<file path="config.mk">
export PLATFORM = sky130hd
export DESIGN_NAME = key_seqmod
export DESIGN_NICKNAME = d
export VERILOG_FILES = /design/src/rtl/key_seqmod.sv
export SDC_FILE = /design/constraint.sdc
export NUM_CORES = 1
export LEC_CHECK = 0
export ABC_AREA = 1
export ABC_CLOCK_PERIOD_IN_PS = 1900
export CORE_MARGIN = 3
export CORE_UTILIZATION = 57
export CTS_CLUSTER_SIZE = 25
export DETAILED_ROUTE_END_ITERATION = 16
export PLACE_DENSITY_LB_ADDON = 0.12
export RECOVER_POWER = 25
export SETUP_SLACK_MARGIN = 0.5
export SYNTH_ARGS = -nofsm -noshare
export SYNTH_HDL_FRONTEND = slang
export SYNTH_SLANG_ARGS = --single-unit
</file>
<file path="constraint.sdc">
create_clock -name CLOCK -period 1.9 [get_ports CLOCK]
set_clock_uncertainty 0.05 [all_clocks]
set_input_delay 0.19 -clock CLOCK [delete_from_list [all_inputs] [get_ports CLOCK]]
set_output_delay 0.19 -clock CLOCK [all_outputs]
set_load 0.005 [all_outputs]
</file>
<file path="src/rtl/key_seqmod.sv">
// Collects up to four click events (single, double or long) into one packed code and holds it
// for a consumer until the consumer acknowledges it. A sequence closes after an idle gap of TIDLE
// cycles, or as soon as it holds four events.
//
// state   | meaning
// IDLE    | no sequence open; the next event starts a new one
// COLLECT | sequence open; events are appended and the idle gap is timed
// PRESENT | sequence closed; CODE/LEN are held with VALID high until ACK
module key_seqmod #(
  parameter logic [27:0] TIDLE = 28'd50_000_000,
  parameter logic [2:0]  MAXEV = 3'd4
) (
  input  logic       CLOCK,
  input  logic       RESET,
  input  logic       isSClick,
  input  logic       isDClick,
  input  logic       isLClick,
  input  logic       ACK,
  output logic [7:0] CODE,
  output logic [2:0] LEN,
  output logic       VALID,
  output logic       DROP
);

  typedef enum logic [1:0] {IDLE, COLLECT, PRESENT} stateT;

  stateT       state, stateNext;
  logic [7:0]  codeReg, codeNext;
  logic [2:0]  count, countNext;
  logic [27:0] idleCnt, idleNext;
  logic        dropReg, dropNext;
  logic        isEvent;
  logic [1:0]  evCode;
  logic [7:0]  slotBits;

  // Only one event is taken per cycle; long press beats double, double beats single.
  assign isEvent  = isSClick | isDClick | isLClick;
  assign evCode   = isLClick ? 2'b11 : (isDClick ? 2'b10 : (isSClick ? 2'b01 : 2'b00));
  assign slotBits = {6'b0, evCode} << {count[1:0], 1'b0};

  always_ff @(posedge CLOCK or negedge RESET) begin
    if (!RESET) begin
      state   <= IDLE;
      codeReg <= 8'h00;
      count   <= 3'd0;
      idleCnt <= 28'd0;
      dropReg <= 1'b0;
    end else begin
      state   <= stateNext;
      codeReg <= codeNext;
      count   <= countNext;
      idleCnt <= idleNext;
      dropReg <= dropNext;
    end
  end

  always_comb begin
    stateNext = state;
    codeNext  = codeReg;
    countNext = count;
    idleNext  = idleCnt;
    dropNext  = 1'b0;
    case (state)
      IDLE: begin
        if (isEvent) begin
          codeNext  = {6'b0, evCode};
          countNext = 3'd1;
          idleNext  = 28'd0;
          stateNext = COLLECT;
        end
      end
      COLLECT: begin
        // A full sequence closes on the edge after its fourth event; anything arriving then is lost.
        if (count == MAXEV) begin
          dropNext  = isEvent;
          idleNext  = 28'd0;
          stateNext = PRESENT;
        end else if (isEvent) begin
          codeNext  = codeReg | slotBits;
          countNext = count + 3'd1;
          idleNext  = 28'd0;
        end else if (idleCnt == TIDLE - 28'd1) begin
          idleNext  = 28'd0;
          stateNext = PRESENT;
        end else begin
          idleNext  = idleCnt + 28'd1;
        end
      end
      PRESENT: begin
        dropNext = isEvent;
        if (ACK) begin
          codeNext  = 8'h00;
          countNext = 3'd0;
          idleNext  = 28'd0;
          stateNext = IDLE;
        end
      end
      default: begin
        stateNext = IDLE;
        codeNext  = 8'h00;
        countNext = 3'd0;
        idleNext  = 28'd0;
      end
    endcase
  end

  assign CODE  = codeReg;
  assign LEN   = count;
  assign VALID = (state == PRESENT);
  assign DROP  = dropReg;

endmodule

</file>
# Word level (Yosys, flattened, before mapping)
# Cells that the tools add are included.
[op_classes] n_addsub=2 n_eq_ne=10 reduce_logical=4 bitwise_logic=3 shift=1 n_mux=27
[ops] op="28-bit 2-to-1 mux" count=5
[ops] op="28-bit case mux with 3 select lines" count=1
[ops] op="8-bit 2-to-1 mux" count=4
[ops] op="28-bit by 1-bit adder with 28-bit output (second input constant)" count=1
[ops] op="28-bit by 26-bit equality test with 1-bit output (second input constant)" count=1
[ops] op="8-bit case mux with 3 select lines" count=1
[ops] op="2-bit 2-to-1 mux" count=7
[ops] op="3-bit 2-to-1 mux" count=4
[ops] op="3-bit case mux with 3 select lines" count=1
[ops] op="2-bit inequality test (second input constant)" count=4
[ops] op="8-bit bitwise OR" count=1
[ops] op="4-bit AND reduction" count=2
[ops] op="2-bit by 3-bit << shifter with 8-bit output" count=1
[ops] op="3-bit inequality test (second input constant)" count=2
[ops] op="2-bit case mux with 3 select lines" count=1
[ops] op="3-bit by 1-bit adder with 3-bit output (second input constant)" count=1
[ops] op="3-bit equality test (second input constant)" count=1
[ops] op="2-bit by 1-bit equality test with 1-bit output (second input constant)" count=1
[ops] op="2-bit equality test (second input constant)" count=1
[ops] op="2-bit zero test" count=1
[ops] op="1-bit 2-to-1 mux" count=2
[ops] op="1-bit bitwise OR" count=2
[ops] op="1-bit case mux with 2 select lines" count=1
[ops] op="2-bit AND reduction" count=1
[totals] regBits=42 input_bits=6

# Logic depth before layout (Yosys ltp)
[logic_depth] ltp_word=8 depth_mapped=11 ltp_nobuf=10

# Least setup slack after synthesis
# OpenSTA, ideal clock, no wires.
[synth_path] kind="reg-to-reg" from="reg count[0], in the netlist LEN[0]" to="reg idleCnt[13]" setup_slack_ps=316 n_path_buf=1 stages_incl_launch_ff=11 setup_time_ps=71 arrival_time_ps=1463 cell_sequence="dfrtp_1 > inv_1 > ha_1 > nand2_1 > nand2_1 > nor2_1 > nand2_1 > nand2_2 > inv_2 > buf_6 > nor2_1"
[synth_via] elab_chain_cells=3
[synth_rtl] item="start, declared" line_no="29" source="logic [2:0] count, countNext;"
[synth_rtl] item="start signal, assigned" line_no="51" source="count <= countNext;"
[synth_rtl] item="3-bit equality test" line_no="74" source="if (count == MAXEV) begin"
[synth_rtl] item="28-bit 2-to-1 mux" line_no="74"
[synth_rtl] item="28-bit case mux with 3 select lines" line_no="63" source="case (state)"
[synth_rtl] item="end signal, assigned" line_no="52" source="idleCnt <= idleNext;"
[synth_rtl] item="end, declared" line_no="30" source="logic [27:0] idleCnt, idleNext;"
# No other way between the ends.
# A chain may end at the register's enable or synchronous reset.

# Worst setup path after layout
[layout_path] from="reg idleCnt[1]" to="reg idleCnt[20]"
[layout_via] elab_chain_cells=5 elab_cells_between_ends=6 cone_classes="add/sub: 1; eq/ne: 1; mux: 4"
[layout_rtl] item="28-bit by 1-bit adder with 28-bit output / 28-bit by 26-bit equality test with 1-bit output (equally long branches)" line_no="86, 82"
[layout_rtl] item="28-bit 2-to-1 mux *" line_no="82" source="end else if (idleCnt == TIDLE - 28'd1) begin"
[layout_rtl] item="28-bit 2-to-1 mux *" line_no="78" source="end else if (isEvent) begin"
[layout_rtl] item="28-bit 2-to-1 mux *" line_no="74"
[layout_rtl] item="28-bit case mux with 3 select lines *" line_no="63"
# Every way passes the cells marked *; elsewhere a longest branch is shown, timed or not.

==> results.md <==
* Worst Max-Slew Pin Slew at 0.570 ns
* Post-synth EDFFs at 0
* Fin crit share at a little under nine tenths
* Number of I/O port buffers at 18
* Boundary pin count at 19
* Top post-synthesis cells by area: sky130_fd_sc_hd__dfrtp_1 41%, sky130_fd_sc_hd__nand2_1 14%, sky130_fd_sc_hd__nor2_1 10%
* Post-detailed-route via-to-cell ratio at ~5.6
* Switching Share at around 39%
* Outcome: finished, final reports clean
* Wire per inst at 15.4 um
* Initial cell density of the core at about 62%
* Category of the worst setup path capture point: flop
* Full die area at between 5000 and 6000 um^2
* Setup violations, final at 0
* Top-area cell type share of the netlist area at about two fifths
* Final number of max-transition violations at 0
* Overall global routing resource usage at 26.5%
* Sequential element share of the synthesized area at 40.9%
* Crit. Startpoint: idleCnt[1]
* # Max-Cap Violations at 0
* Cell type contributing the most total cell area after synthesis: sky130_fd_sc_hd__dfrtp_1
* Wire length of the first global-routing pass at ~11,000 um
* Source-to-sink clock delay at the later pin of the worst-skew pair at roughly 0.30 ns
* Portion of total power attributed to sequential cells at roughly 33%
* DRC violation total after the first TritonRoute iteration at about 290
* Post-synthesis instance total at between 300 and 400
* Share of async-settable or async-resettable flops after synthesis at 100%
* Placement row count at 23
* Signal arrival time at the worst endpoint at between 1.5 and 2 ns
* Aggregate negative setup slack at 0 ns
* Number of vias after detailed routing at about 2,700
* Number of sinks on the clock net at 42
* Number of register bits inferred by synthesis at 42
* Capturing point of the worst reg2reg path: idleCnt[20]
* Internal power at 2.03 mW
* Synth Net Count at ~380
* Part of the total power dissipated in the clock network at between 10% and 20%
* Tightest slew margin relative to the limit at a little over 60%
* Worst hold path type: in2async
* Power Total at 3.30 mW
* Worst reg2reg path startpoint: idleCnt[1]
* Max Clock Freq at between 600 and 700 MHz
* Switching power total at about 1.3 mW
* Yosys warning total at 0
* Largest net degree at the start of global routing at 29
* Syn-to-layout area delta at 37.0%
* Setup slack on the worst flop-to-flop path at roughly 0.28 ns
* Power density over the cells at about 940 nW/um^2
* N_diodes at 0
* Core area at approximately 4200 um^2
* Number of library cell types mapped by synthesis at 24
* Remaining antenna violation count at 0
* Logic pwr share at a little under 50%
* Netlist Area Pre-Place at 2570 um^2
* Setup crit start kind: flop
* Worst reg2reg path depth at 10
* Placed cell area at ~2900 um^2
* Global placement routability congestion at slightly below 0.9
* Post-route DRC violation count at 0
* Final layout net count at approximately 440
* Antenna violations before repair at 0
* Most frequent cells after synthesis: 98 x sky130_fd_sc_hd__nand2_1, 70 x sky130_fd_sc_hd__nor2_1, 46 x sky130_fd_sc_hd__inv_1, 42 x sky130_fd_sc_hd__dfrtp_1, 28 x sky130_fd_sc_hd__nand3_1
* First-pass iteration count of the detailed router at 5
* Horizontal die dimension at 73.1 um
* GR Overflow Total at 0
* Data required time of the critical path at approximately 2.1 ns
* Proportion of layout cells with a drive suffix above 1 at between 20% and 30%
* Cts bufs inserted at 5
* Setup repair after global routing missed its margin: yes
* Die boundary height at between 70 and 80 um
* Final worst hold slack at 0.360 ns
* Clock tree from TritonCTS: built
* Design Area, Final at roughly 3500 um^2
* H-tree Lvls at 2
* Root buffer cell: sky130_fd_sc_hd__clkbuf_8
* Vias in the first global route at approximately 2,400
* Prevailing post-synth register cell: sky130_fd_sc_hd__dfrtp_1
* Crit Path Max Fanout at 6
* Clock slew seen by the registers of the worst setup and hold paths at 0.08 ns
* Leak Pwr at ~1.6 nW
* Detailed placer's ending HPWL at ~4400 um
* Hold violation total from the final report at 0
* Mean instance size in the synthesized netlist at about 7.0 um^2
* Critical path class: reg2reg
* Max Buffers Root-to-Sink at 2
* Post-Route WL at 7300 um
* IR Drop Worst-Case VDD at between 700 and 800 uV
* Most numerous cell in the Yosys netlist: sky130_fd_sc_hd__nand2_1
* Clock period minus final worst setup slack at roughly 1.6 ns
==> per-stage QoR <==
step	util [%]	worst slack, ns	instances
floorplan	-	0.435	365
global placement	69.1	0.208	434
detailed placement	69.1	0.136	434
CTS	77.8	0.316	459
global route	84.4	0.177	474
finish	84.4	0.277	474
==> metal layers <==
metal | vias to the layer above | wire [um] | GRT usage, %
met1 | 1242 | 2990 | 33.9
met2 | 128 | 3620 | 43.4
met3 | 31 | 452 | 5.37
met4 | 0 | 244 | 10.7
li1 | 1260 | - | -
met5 | - | 0 | 0
==> power groups by stage <==
stage / logic [mW] / clock network, mW / registers [mW]
floorplan: 0.624 / 0 / 1.11
global placement: 0.961 / 0 / 1.12
detailed placement: 0.979 / 0 / 1.12
CTS: 1.30 / 0.586 / 1.08
global route: 1.77 / 0.622 / 1.09
finish: 1.64 / 0.583 / 1.08
==> what timing repair did <==
item / in CTS / in global routing
hold buffers: 1 / 0
setup buffers: 14 / 15
hold endpoints to repair: 23 / 0
setup endpoints to repair: 48 / 48
gates resized for setup: 44 / 50
cloned: 2 / 0
pin swaps: 13 / 14
==> state kept, by name (all words and copies together) (netlist names) <==
signal	cells
CODE	8
idleCnt	28
state	2
DROP	1
LEN	3
==> kinds of logic (layout without fill, tap and decap cells) <==
kind of cell	Yosys count	in the layout	synth area share (%)
simple gates	232	233	39.4
flops	42	42	40.9
buf+inv	54	112	8.86
fa+ha+maj	6	6	2.92
compound gates	20	20	4.19
xor+xnor	11	11	3.75
==> cell usage in the layout, fill, tap and decap left out, types with 6 or more instances in the layout <==
cell type	n
sky130_fd_sc_hd__a21oi_1	6
sky130_fd_sc_hd__inv_2	6
sky130_fd_sc_hd__dlygate4sd2_1	6
sky130_fd_sc_hd__nand2_1	93
sky130_fd_sc_hd__inv_1	39
sky130_fd_sc_hd__xor2_1	7
sky130_fd_sc_hd__buf_6	6
sky130_fd_sc_hd__dfrtp_1	39
sky130_fd_sc_hd__nor2_4	12
sky130_fd_sc_hd__nand3_1	23
sky130_fd_sc_hd__nor2_2	25
sky130_fd_sc_hd__nor2_1	46
sky130_fd_sc_hd__nand4_1	13
sky130_fd_sc_hd__nand2_2	7
sky130_fd_sc_hd__buf_4	27
==> worst max path at each step <==
stage	to	slack, ns	depth (start not counted)
2_1_floorplan	idleCnt[12]	0.44	11
4_1_cts	idleCnt[22]	0.32	10
6_report	idleCnt[20]	0.28	10
3_3_place_gp	idleCnt[13]	0.21	9
3_5_place_dp	idleCnt[12]	0.14	9
5_1_grt	idleCnt[13]	0.18	7
==> critical path: stages, from the launching register on <==
cell                      delay, ns
sky130_fd_sc_hd__dfrtp_1       0.37
sky130_fd_sc_hd__ha_2          0.19
sky130_fd_sc_hd__nand2_2       0.07
sky130_fd_sc_hd__nor2_4        0.11
sky130_fd_sc_hd__buf_4         0.16
sky130_fd_sc_hd__nand3_4       0.09
sky130_fd_sc_hd__nor2_4        0.17
sky130_fd_sc_hd__nand3_1       0.11
sky130_fd_sc_hd__nand2_1       0.08
sky130_fd_sc_hd__nand2_1       0.06
sky130_fd_sc_hd__nor2_2        0.10
==> layout make-up <==
| class | instances | area (um^2) |
|---|---|---|
| Timing Repair Buffer | 56 | 538 |
| Sequential cell | 42 | 1050 |
| Tap cell | 50 | 62.6 |
| Clock inverter | 2 | 13.8 |
| Multi-Input combinational cell | 270 | 1580 |
| Inverter | 48 | 198 |
| Fill cell | 228 | 652 |
| Clock buffer | 6 | 72.6 |
(Power assumes the default switching activity.)
